### src/rtl/gpio_irq_ctrl_pkg.sv
// Purpose: shared register map and helpers for the GPIO controller family.
// Holds the register byte offsets, the decoded address width and the read
// value returned for unimplemented offsets.
package gpio_irq_ctrl_pkg;

    localparam int unsigned ADDRWIDTH = 8;
    localparam int unsigned DATAWIDTH = 32;

    localparam logic [ADDRWIDTH-1:0] REG_ADDR_IN_SYNC     = 8'h00;
    localparam logic [ADDRWIDTH-1:0] REG_ADDR_INT_EN      = 8'h04;
    localparam logic [ADDRWIDTH-1:0] REG_ADDR_INT_TYPE    = 8'h08;
    localparam logic [ADDRWIDTH-1:0] REG_ADDR_INT_POL     = 8'h0C;
    localparam logic [ADDRWIDTH-1:0] REG_ADDR_INT_STATUS  = 8'h10;
    localparam logic [ADDRWIDTH-1:0] REG_ADDR_INT_PENDING = 8'h14;

    localparam logic [DATAWIDTH-1:0] DEFAULT_REG_VALUE = 32'hFAB_DEF_AC;

    // Expand four Wishbone byte strobes into a 32-bit bit mask.
    function automatic logic [DATAWIDTH-1:0] byte_mask(input logic [3:0] stb);
        return {{8{stb[3]}}, {8{stb[2]}}, {8{stb[1]}}, {8{stb[0]}}};
    endfunction

endpackage

### src/rtl/gpio_irq_ctrl_sync.sv
// Purpose: per-bit two-flop synchroniser plus a history flop for edge detect.
// Ports:
//   clk_i      clock
//   rst_ni     asynchronous active-low reset
//   d_i        raw asynchronous pin values
//   sync_o     synchronised pin values (second synchroniser flop)
//   rise_c_o   combinational rising-edge strobe per bit
//   fall_c_o   combinational falling-edge strobe per bit
module gpio_sync_edge #(
    parameter int unsigned WIDTH = 32
) (
    input  logic             clk_i,
    input  logic             rst_ni,
    input  logic [WIDTH-1:0] d_i,
    output logic [WIDTH-1:0] sync_o,
    output logic [WIDTH-1:0] rise_c_o,
    output logic [WIDTH-1:0] fall_c_o
);

    logic [WIDTH-1:0] sync0_q;
    logic [WIDTH-1:0] sync1_q;
    logic [WIDTH-1:0] prev_q;

    // prev resets with sync1 so the first post-reset sample is never an edge.
    always_ff @(posedge clk_i or negedge rst_ni) begin
        if (!rst_ni) begin
            sync0_q <= '0;
            sync1_q <= '0;
            prev_q  <= '0;
        end else begin
            sync0_q <= d_i;
            sync1_q <= sync0_q;
            prev_q  <= sync1_q;
        end
    end

    assign sync_o   = sync1_q;
    assign rise_c_o = sync1_q & ~prev_q;
    assign fall_c_o = ~sync1_q & prev_q;

endmodule

### src/rtl/gpio_irq_ctrl.sv
// Purpose: Wishbone-slave interrupt controller for GPIO input pins.
// Synchronises the pins, detects per-bit edge/level events, latches them into
// a sticky W1C status register and drives one combined interrupt line.
// Ports:
//   WBs_CLK_i       Wishbone clock (only clock)
//   WBs_RST_n_i     asynchronous active-low reset
//   WBs_ADR_i       byte address; [16:8] module decode, [7:2] register select
//   WBs_CYC_i       bus cycle
//   WBs_BYTE_STB_i  byte enables
//   WBs_WE_i        write enable
//   WBs_STB_i       strobe
//   WBs_DAT_i       write data
//   WBs_DAT_o       read data (combinational mux)
//   WBs_ACK_o       registered acknowledge, one wait state per access
//   GPIO_in_i       raw pin values, asynchronous
//   IRQ_o           registered combined interrupt, active high
module gpio_irq_ctrl #(
    parameter logic [16:0] MODULE_OFFSET     = 17'h0_2000,
    parameter logic [31:0] DEFAULT_REG_VALUE = gpio_irq_ctrl_pkg::DEFAULT_REG_VALUE,
    parameter int unsigned GPIO_WIDTH        = 32
) (
    input  logic                  WBs_CLK_i,
    input  logic                  WBs_RST_n_i,
    input  logic [16:0]           WBs_ADR_i,
    input  logic                  WBs_CYC_i,
    input  logic [3:0]            WBs_BYTE_STB_i,
    input  logic                  WBs_WE_i,
    input  logic                  WBs_STB_i,
    input  logic [31:0]           WBs_DAT_i,
    output logic [31:0]           WBs_DAT_o,
    output logic                  WBs_ACK_o,
    input  logic [GPIO_WIDTH-1:0] GPIO_in_i,
    output logic                  IRQ_o
);

    import gpio_irq_ctrl_pkg::*;

    localparam int unsigned SELW = ADDRWIDTH - 2;
    // Bits at or above GPIO_WIDTH are forced to zero everywhere.
    localparam logic [31:0] GPIO_MASK = 32'((64'd1 << GPIO_WIDTH) - 64'd1);

    logic [31:0] int_en_q,   int_en_d;
    logic [31:0] int_type_q, int_type_d;
    logic [31:0] int_pol_q,  int_pol_d;
    logic [31:0] status_q,   status_d;
    logic        ack_q,      ack_d;
    logic        irq_q,      irq_d;

    logic [GPIO_WIDTH-1:0] sync1;
    logic [GPIO_WIDTH-1:0] rise_c;
    logic [GPIO_WIDTH-1:0] fall_c;

    logic [31:0]     sync1_w;
    logic [31:0]     rise_w;
    logic [31:0]     fall_w;
    logic [31:0]     event_c;
    logic [31:0]     wmask_c;
    logic [31:0]     w1c_c;
    logic            decode_c;
    logic            access_c;
    logic            wr_c;
    logic [SELW-1:0] reg_sel;
    logic            unused_adr;

    gpio_sync_edge #(
        .WIDTH (GPIO_WIDTH)
    ) u_sync (
        .clk_i    (WBs_CLK_i),
        .rst_ni   (WBs_RST_n_i),
        .d_i      (GPIO_in_i),
        .sync_o   (sync1),
        .rise_c_o (rise_c),
        .fall_c_o (fall_c)
    );

    assign sync1_w = 32'(sync1);
    assign rise_w  = 32'(rise_c);
    assign fall_w  = 32'(fall_c);

    // Bus decode; the ~ack term gives one wait state and a single commit per write.
    assign decode_c   = (WBs_ADR_i[16:8] == MODULE_OFFSET[16:8]);
    assign access_c   = decode_c & WBs_CYC_i & WBs_STB_i & ~ack_q;
    assign wr_c       = access_c & WBs_WE_i;
    assign reg_sel    = WBs_ADR_i[ADDRWIDTH-1:2];
    assign wmask_c    = byte_mask(WBs_BYTE_STB_i) & GPIO_MASK;
    assign unused_adr = ^WBs_ADR_i[1:0];

    // Per-bit event: rising/falling edge in edge mode, pin == POL in level mode.
    assign event_c = ((~int_type_q & ~int_pol_q & rise_w)
                    | (~int_type_q &  int_pol_q & fall_w)
                    | ( int_type_q & ~(sync1_w ^ int_pol_q))) & GPIO_MASK;

    // Register writes, W1C and status/IRQ next state.
    always_comb begin
        int_en_d   = int_en_q;
        int_type_d = int_type_q;
        int_pol_d  = int_pol_q;
        w1c_c      = '0;
        if (wr_c) begin
            unique case (reg_sel)
                REG_ADDR_INT_EN[ADDRWIDTH-1:2]:
                    int_en_d = (int_en_q & ~wmask_c) | (WBs_DAT_i & wmask_c);
                REG_ADDR_INT_TYPE[ADDRWIDTH-1:2]:
                    int_type_d = (int_type_q & ~wmask_c) | (WBs_DAT_i & wmask_c);
                REG_ADDR_INT_POL[ADDRWIDTH-1:2]:
                    int_pol_d = (int_pol_q & ~wmask_c) | (WBs_DAT_i & wmask_c);
                REG_ADDR_INT_STATUS[ADDRWIDTH-1:2]:
                    w1c_c = WBs_DAT_i & wmask_c;
                default: ;
            endcase
        end
        // Set has priority over a coincident clear.
        status_d = ((status_q & ~w1c_c) | event_c) & GPIO_MASK;
        ack_d    = access_c;
        irq_d    = |(status_q & int_en_q);
    end

    always_ff @(posedge WBs_CLK_i or negedge WBs_RST_n_i) begin
        if (!WBs_RST_n_i) begin
            int_en_q   <= '0;
            int_type_q <= '0;
            int_pol_q  <= '0;
            status_q   <= '0;
            ack_q      <= 1'b0;
            irq_q      <= 1'b0;
        end else begin
            int_en_q   <= int_en_d;
            int_type_q <= int_type_d;
            int_pol_q  <= int_pol_d;
            status_q   <= status_d;
            ack_q      <= ack_d;
            irq_q      <= irq_d;
        end
    end

    // Read mux on the register select alone.
    always_comb begin
        WBs_DAT_o = DEFAULT_REG_VALUE;
        unique case (reg_sel)
            REG_ADDR_IN_SYNC[ADDRWIDTH-1:2]:     WBs_DAT_o = sync1_w;
            REG_ADDR_INT_EN[ADDRWIDTH-1:2]:      WBs_DAT_o = int_en_q;
            REG_ADDR_INT_TYPE[ADDRWIDTH-1:2]:    WBs_DAT_o = int_type_q;
            REG_ADDR_INT_POL[ADDRWIDTH-1:2]:     WBs_DAT_o = int_pol_q;
            REG_ADDR_INT_STATUS[ADDRWIDTH-1:2]:  WBs_DAT_o = status_q;
            REG_ADDR_INT_PENDING[ADDRWIDTH-1:2]: WBs_DAT_o = status_q & int_en_q;
            default: ;
        endcase
    end

    assign WBs_ACK_o = ack_q;
    assign IRQ_o     = irq_q;

endmodule

### config.mk
export PLATFORM = sky130hd
export DESIGN_NAME = gpio_irq_ctrl
export DESIGN_NICKNAME = d
export VERILOG_FILES = /design/src/rtl/gpio_irq_ctrl_pkg.sv /design/src/rtl/gpio_irq_ctrl_sync.sv /design/src/rtl/gpio_irq_ctrl.sv
export SDC_FILE = /design/constraint.sdc
export NUM_CORES = 1
export LEC_CHECK = 0
export ABC_CLOCK_PERIOD_IN_PS = 2000
export BUFFER_PORTS_ARGS = -buffer_cell sky130_fd_sc_hd__clkbuf_2
export CORE_ASPECT_RATIO = 2
export CORE_MARGIN = 2
export CORE_UTILIZATION = 53
export CTS_CLUSTER_DIAMETER = 80
export DETAILED_ROUTE_END_ITERATION = 8
export PLACE_DENSITY = 0.83
export SKIP_CTS_REPAIR_TIMING = 1
export SLEW_MARGIN = 40
export SYNTH_ARGS = -nofsm -noshare
export SYNTH_HDL_FRONTEND = slang
export SYNTH_SLANG_ARGS = --single-unit
### constraint.sdc
create_clock -name WBs_CLK_i -period 2 [get_ports WBs_CLK_i]
set_clock_uncertainty 0.15 [all_clocks]
set_input_delay 0.3 -clock WBs_CLK_i [delete_from_list [all_inputs] [get_ports WBs_CLK_i]]
set_output_delay 0.3 -clock WBs_CLK_i [all_outputs]
set_load 0.03 [all_outputs]
==> metrics.cfg <==
[global_route]
grt_max_degree=66
antenna_found_initial=1
grt_pass1_wl_mm=44.3
grt.total_usage_pct=27.8
grt_pass1_vias=8505
grt.overflow.total=0

[setup_path]
critPathRequiredTime_ns=1.55
startpoint_type=register
r2r_cells=7
worstSetupEndpointType=output pin
slowest_delay_ns=0.46
cp_max_fo=6
crit_chain=mux2_2 > a221o_1 > buf_6
critical_path_arrival_ns=1.77
path_class=reg -> out
cp_slowest_cell=dfrtp_2
r2r_start=WBs_ACK_o
r2r_setup_slack_ns=-0.04

[worst_hold_path]
min_path_type=in -> reg
min_to=status_q[20]
hold_depth=3
holdCritStartpoint=WBs_BYTE_STB_i[2]

[run_status]
violations=setup timing
status=complete, but fails checks

[synthesis]
ys_seq_elements=226
yosysTopAreaCell=dfrtp_1
yosysSeqAreaShare_pct=55.3
synthFlopType=dfrtp_1
yosysTopAreaCellShare_pct=55.3
syn_nets=920
synth.distinct_cells=42
ys_top_cells_by_count=dfrtp_1, mux2_2, a21oi_1
yosysMostFrequentCell=dfrtp_1
syn_area_sq_um=10200
yosys_warnings=0
async_flop_share_pct=100
synth_area_leaders=dfrtp_1, mux2_2, a21oi_1
synth-edff-count=0
synth_area_per_cell_sq_um=12.3
synth_cells=830

[sta]
fmax_mhz=449
rsz0062_at_grt=true
setup_tns_ns=-5.81
fin_crit_sh_pct=111
setup_ws_ns=-0.225
slew_headroom_pct=63.9
tightest_slew_ns=0.542
final.min_clock_period_ns=2.22
drv_slew=0
hold_violations=0
holdWs_ns=0.0984
setup_viol=58

[pwr]
finalPower_mw=10.1
leakagePower_nw=6.24
p_per_area_nw_per_um2=703
vdd_drop_max_mv=1.21

[cts]
htreeDepth=1
clock_latency_ns=0.51
cts_buffers=21
cts.reportedPaths.clkPinSlew_ns=0.07
clock-root-buffer=clkbuf_16
cts_buffer_depth=3
clock_sinks=226
cts_tree=built

[placed_design]
place_inst=1250
pre_cts_ws_ns=-0.231
hpwl_mm=20.0
gp_congestion=0.868
place_area_sq_um=12200
portBuffers=121

[floorplan]
core-area_sq_um=18800
row_count=71
die_h_um=200
start_util_pct=54.3
ios=124
die_w_um=102
dieArea_sq_um=20500

[detailed_routing]
drtIter0Drc=903
drc=0
dr.pass1.iters=5
num_vias=9113
post_drt_wl_per_cell_um=25.2
viasPerCell=6.63
ant_nets=0
wirelength_mm=34.6

[finish]
syn_to_final_growth_pct=41.0
design_area_sq_um=14400
final_core_util_pct=76.5
final_nets=1196
drive_gt1_share_pct=40.1
final_cells=1374

[job]
cap_violations=0

-- cells by family after synthesis --
family	Yosys count	synth area share, %
mux	125	13.5
simple gates	218	14.3
buf+inv	36	1.98
compound gates	212	13.8
xor+xnor	13	1.11
flops	226	55.3
-- where the power goes --
| part | leakage (nW) | total (mW) | internal, mW | switching, mW |
|---|---|---|---|---|
| Clock | 0.369 | 4.50 | 2.72 | 1.78 |
| Sequential | 2.76 | 4.76 | 4.67 | 0.0922 |
| Combinational | 3.11 | 0.868 | 0.393 | 0.475 |
-- layout make-up --
class,count,area [sq um]
clock buffer,27,588
clock inverter,8,171
antenna,1,2.50
inverter,1,5.00
sequential,226,5660
timing repair buffer,288,2590
tap,255,319
multi-input combinational,568,5080
fill,1046,4420
-- critical path, delay by kind of cell (launching register included) --
kind                   cells  cell delay [ns]
AOI/OAI and AO/OA          1             0.36
buffers and inverters      1             0.16
DFF                        1             0.46
muxes                      1             0.29
-- cell usage in the layout (no fill, tap or decap), drive strengths merged, types with 3 or more instances in the layout --
cell,synthesis,routed
mux2i,24,24
nand2,12,12
dlygate4sd3,0,65
nor4,3,3
a221oi,16,16
nor3,26,26
nor3b,39,39
clkbuf,9,119
mux2,101,101
a22oi,32,32
and2,7,7
nor2b,48,48
clkinv,1,3
o221ai,24,24
bufinv,0,5
buf,26,131
nand3,21,21
a221o,5,5
o21ai,3,3
a31oi,5,5
dfrtp,226,226
nand4,39,39
nor2,17,17
xor2,13,13
a21oi,92,92
a21o,34,34
-- routing by layer --
layer  share of wire, %  vias to the layer above  track usage, %
met5                  0                        -               0
met1                 33                     4550            33.2
li1                   -                     3710               -
met3                8.1                      202            3.69
met4                7.3                        0            12.5
met2                 51                      651            48.7
-- worst max path at each step --
stage | start | endpoint | slack [ns] | depth (start not counted)
floorplan | WBs_ADR_i[4] | WBs_DAT_o[4] | -0.11 | 5
global placement | WBs_ADR_i[7] | WBs_DAT_o[5] | -0.20 | 7
detailed placement | WBs_ADR_i[7] | WBs_DAT_o[2] | -0.23 | 7
CTS | register | WBs_DAT_o[26] | -0.26 | 3
global route | register | WBs_DAT_o[26] | -0.23 | 3
finish | register | WBs_DAT_o[26] | -0.22 | 3
Power figures use the tool's default switching activity.
